[config.mk]
export PLATFORM = sky130hd
export DESIGN_NAME = rom_block_copier
export DESIGN_NICKNAME = d
export VERILOG_FILES = /design/src/rtl/rom_block_copier.sv
export SDC_FILE = /design/constraint.sdc
export NUM_CORES = 1
export LEC_CHECK = 0
export CORE_AREA = 2 2 82 84
export CTS_CLUSTER_DIAMETER = 40
export DETAILED_ROUTE_END_ITERATION = 8
export DIE_AREA = 0 0 84 86
export PLACE_DENSITY_LB_ADDON = 0.05
export SYNTH_ARGS = -nofsm -noshare
export SYNTH_HDL_FRONTEND = slang
export SYNTH_SLANG_ARGS = --single-unit
[constraint.sdc]
create_clock -name clk -period 2.45 [get_ports clk]
set_clock_uncertainty 0.1 [all_clocks]
set_input_delay 0.49 -clock clk [delete_from_list [all_inputs] [get_ports clk]]
set_output_delay 0.49 -clock clk [all_outputs]
set_load 0.1 [all_outputs]
[src/rtl/rom_block_copier.sv]
// rom_block_copier: copies a run of ROM bytes into a writable memory, one byte per cycle.
// Optional build macro COPY_CHECKSUM_EN adds an 8-bit running sum of the bytes written.
`default_nettype none

module rom_block_copier #(
    parameter int          ADDR_BITS = 14,
    parameter logic [15:0] SRC_BASE  = 16'hC000,
    parameter logic [15:0] DST_BASE  = 16'h4000
) (
    input  logic                 clk,
    input  logic                 reset,
    input  logic                 start,
    input  logic [ADDR_BITS:0]   len,
    output logic                 busy,
    output logic                 done,
    output logic                 rom_enable,
    output logic                 read,
    output logic [15:0]          rom_addr,
    input  logic [7:0]           rom_data,
    output logic                 ram_we,
    output logic [15:0]          ram_addr,
    output logic [7:0]           ram_wdata,
    input  logic                 ram_ready
`ifdef COPY_CHECKSUM_EN
    ,
    output logic [7:0]           checksum
`endif
);

    typedef enum logic [1:0] {
        S_IDLE  = 2'd0,
        S_FETCH = 2'd1,
        S_WRITE = 2'd2,
        S_DONE  = 2'd3
    } state_t;

    localparam logic [ADDR_BITS:0] CNT_ONE  = {{ADDR_BITS{1'b0}}, 1'b1};
    localparam logic [ADDR_BITS:0] CNT_ZERO = '0;

    state_t              state_q, state_d;
    logic [ADDR_BITS:0]  cnt_q, cnt_d;
    logic [15:0]         idx_q, idx_d;

    always_ff @(posedge clk or posedge reset) begin
        if (reset) begin
            state_q <= S_IDLE;
            cnt_q   <= '0;
            idx_q   <= '0;
        end else begin
            state_q <= state_d;
            cnt_q   <= cnt_d;
            idx_q   <= idx_d;
        end
    end

    always_comb begin
        state_d    = state_q;
        cnt_d      = cnt_q;
        idx_d      = idx_q;
        busy       = 1'b0;
        done       = 1'b0;
        rom_enable = 1'b0;
        rom_addr   = '0;
        ram_we     = 1'b0;
        ram_addr   = '0;
        case (state_q)
            S_IDLE: begin
                if (start) begin
                    cnt_d   = len;
                    idx_d   = '0;
                    state_d = (len == CNT_ZERO) ? S_DONE : S_FETCH;
                end
            end
            S_FETCH: begin
                busy       = 1'b1;
                rom_enable = 1'b1;
                rom_addr   = SRC_BASE + idx_q;
                state_d    = S_WRITE;
            end
            S_WRITE: begin
                busy     = 1'b1;
                ram_we   = 1'b1;
                ram_addr = DST_BASE + idx_q;
                rom_addr = SRC_BASE + idx_q;
                // Prefetch the next byte only once the current one is accepted,
                // so the ROM output register never overwrites unwritten data.
                if (ram_ready) begin
                    if (cnt_q > CNT_ONE) begin
                        rom_enable = 1'b1;
                        rom_addr   = SRC_BASE + idx_q + 16'd1;
                        idx_d      = idx_q + 16'd1;
                        cnt_d      = cnt_q - CNT_ONE;
                    end else begin
                        state_d = S_DONE;
                    end
                end
            end
            S_DONE: begin
                done    = 1'b1;
                state_d = S_IDLE;
            end
            default: state_d = S_IDLE;
        endcase
    end

    assign read      = rom_enable;
    assign ram_wdata = rom_data;

`ifdef COPY_CHECKSUM_EN
    logic [7:0] sum_q;

    always_ff @(posedge clk or posedge reset) begin
        if (reset) begin
            sum_q <= '0;
        end else if ((state_q == S_IDLE) && start) begin
            sum_q <= '0;
        end else if (ram_we && ram_ready) begin
            sum_q <= sum_q + ram_wdata;
        end
    end

    assign checksum = sum_q;
`endif

endmodule

`default_nettype wire

==> results.json <==
{
  "synth_nets": 361,
  "sw_frac_of_total_pct": 53.55,
  "p_clk_share_pct": 7.5,
  "synth_edf_count": 0,
  "synth_xor_xnor_area_share_pct": 0.3263,
  "cts_buffer_depth": 2,
  "first_global_vias": 2741,
  "dp_hpwl_um": 6290,
  "hp-class": "flip-flop to flip-flop",
  "drt_first_iter_violations": 225,
  "layout_common_cells": "60 x buf_4, 41 x buf_12, 33 x dfrtp_1",
  "grt_max_degree": 34,
  "worst_pin_slew_ns": 0.4717,
  "synth-simple-area-share_pct": 25.50,
  "max_slew_margin_pct": 68.44,
  "ant_nets": 0,
  "worstSetupPathType": "flip-flop to output port",
  "start_util_pct": 42.75,
  "synth.cell_area_mm2": 0.002684,
  "yosysTopAreaCell": "dfrtp_1",
  "ys_seq_elements": 33,
  "startpoint": "cnt_q[5]",
  "status": "finished with violations",
  "violations": "negative setup slack",
  "total_power_mw": 5.542,
  "critPathSlowestCell": "dfrtp_1",
  "synth_top_family_by_area": "compound AO/OA/AOI/OAI gates",
  "drv_slew": 0,
  "power_frac_seq_pct": 15.8,
  "setup_ws_ns": -0.3677,
  "std_cell_rows": 29,
  "io_pins": 72,
  "grt_first_pass_wirelength_um": 13740,
  "ys_types": 53,
  "grt_overflow": 0,
  "hold_start": "cnt_q[14]",
  "clock_sinks": 33,
  "path_buf_inv": 2,
  "synth-seq-area-share_pct": 30.77,
  "path_cells": "nor4_4 -> buf_4 -> o2111a_2 -> a21boi_2 -> and3_4 -> a211o_4 -> buf_12",
  "period_share_pct": 115.0,
  "ir_drop_uv": 1242,
  "postPlaceCellArea_mm2": 0.004313,
  "clk_latency_ns": 0.29,
  "fmax_mhz": 354.9,
  "required_ns": 1.86,
  "nFillCells": 483,
  "synthArstFlopShare_pct": 100.0,
  "cp-end-kind": "output port",
  "path_clk_slew_ns": 0.07,
  "r2r_start": "cnt_q[5]",
  "core_mm2": 0.006277,
  "die_area_mm2": 0.007224,
  "antenna_found_initial": 0,
  "root_buffer": "clkbuf_8",
  "area_delta_synth_final_pct": 67.74,
  "die_w_um": 84,
  "numCtsBuffers": 5,
  "gp_congestion": 0.8451,
  "syn_avg_cell_area_um2": 8.207,
  "antenna_cells": 0,
  "synth_fa_ha_area_share_pct": 3.263,
  "numPortBuffers": 55,
  "cts_tree": "yes",
  "vias": 2939,
  "syn-instance-count": 327,
  "leakage_nw": 1.855,
  "synth.area.top_cells": "dfrtp_1 31%, and2_1 4.4%, a31oi_1 4.0%",
  "die_h_um": 86,
  "cp.arrival_ns": 2.23,
  "finalHoldViolCount": 0,
  "final_common_cell": "buf_4",
  "switchingPower_mw": 2.968,
  "grtUsageTotal_pct": 23.46,
  "cap_violations": 0,
  "p_comb_share_pct": 76.7,
  "rsz0062_at_grt": "true",
  "fin_nets": 459,
  "muxShareOfSynthArea_pct": 0.3730,
  "period_minus_slack_ns": 2.818,
  "drive_gt1_share_pct": 39.67,
  "wl_um": 8391,
  "crit_path_start_kind": "flip-flop",
  "ys.flop_type": "dfrtp_1",
  "multi_input_area_mm2": 0.001974,
  "p_per_area_mw_per_mm2": 1231,
  "drc": 0,
  "dr.pass1.iters": 4,
  "avgRoutedWirePerCell_um": 16.68,
  "path_max_fanout": 3,
  "synth_top_area_share_pct": 30.77,
  "ctsHoldBuffers": 0,
  "dp_slack_ns": -0.1384,
  "crit_path_max_incr_delay_ns": 0.42,
  "final_area_mm2": 0.004502,
  "viasPerCell": 5.843,
  "synth_compound_area_share_pct": 31.84,
  "p_int_mw": 2.574,
  "path_delay_family": "compound AO/OA/AOI/OAI gates",
  "finalSetupViolCount": 18,
  "htreeDepth": 2,
  "regArea_um2": 825.8,
  "ys_warn_count": 0
}
-- flip-flops by register name (all words and copies together), names as in the netlist --
register,count
cnt_q,15
state_q,2
idx_q,16
-- Yosys cell counts (5+ instances only) --
cell type  number
dfrtp_1        33
nand2_1        28
nand3_1        21
a21oi_1        20
and2_1         19
a31oi_1        17
o21ai_0        17
inv_1          15
o211ai_1       12
nor2_1         11
buf_4          10
clkbuf_1       10
o31ai_1        10
and3_1          9
buf_2           8
ha_1            7
nor3_1          7
a41oi_1         5
nor2b_1         5
-- power by group through the flow --
stage	Clock, mW	Combinational [mW]	Sequential, mW
after floorplan	0	2.76	0.904
after global placement	0	4.11	0.877
after detailed placement	0	4.15	0.883
after CTS	0.424	4.18	0.874
after global routing	0.458	4.50	0.892
final	0.418	4.25	0.875
-- timing repair --
item / CTS / global route
gates resized for setup: 4 / 5
buffers inserted: 3 / 5
setup endpoints to repair: 18 / 18
pin swaps: 5 / 9
-- path summary, 6_finish.rpt --
check,end,slack [ns],cells after the start
max,rom_addr[13],-0.37,7
min,cnt_q[14],0.44,2
max reg2reg,idx_q[11],0.21,9
min reg2reg,cnt_q[14],0.44,2
max in group asynchronous,state_q[1],1.43,3
min in group asynchronous,cnt_q[11],0.50,3
-- cell families (layout without fill, tap and decap cells) --
kind of cell,after synthesis,after routing
buffers and inverters,44,143
AOI/OAI and AO/OA,119,119
xor gates and xnor gates,1,1
and+or+nand+nor,122,122
DFF,33,33
muxes,1,1
adders and majority gates,7,7
-- area by class of cell --
cell class | instances | share of cell area (%)
timing repair buffer | 120 | 32.49
clock buffer | 5 | 1.529
clock inverter | 3 | 0.3891
inverter | 15 | 1.251
tap | 77 | 2.140
sequential | 33 | 18.34
multi-input combinational | 250 | 43.86
-- worst min-delay path, delay by kind of cell, from the launching register on --
family	cells	cell delay, ns
flops	1	0.35
compound gates	2	0.15
-- metal layers --
layer / wire length, µm / global-route usage, % / part of all wire [%] / vias up
met5: 0 / 0 / 0 / -
met4: 108 / 5.718 / 1.3 / 0
met3: 432 / 3.946 / 5.1 / 14
met2: 4031 / 38.18 / 48 / 89
met1: 3819 / 32.73 / 46 / 1413
li1: - / - / - / 1423
-- through the flow --
step | utilization [%] | instances | setup TNS [ns] | hold slack (ns)
floorplan | - | 327 | -5.812 | 0.3911
global placement | 68.71 | 488 | -1.365 | 0.4248
detailed placement | 68.71 | 488 | -1.692 | 0.4265
CTS | 70.70 | 499 | -5.921 | 0.4433
global route | 71.72 | 503 | -7.408 | 0.4913
finish | 71.72 | 503 | -5.604 | 0.4374
Power figures use the tool's default switching activity.
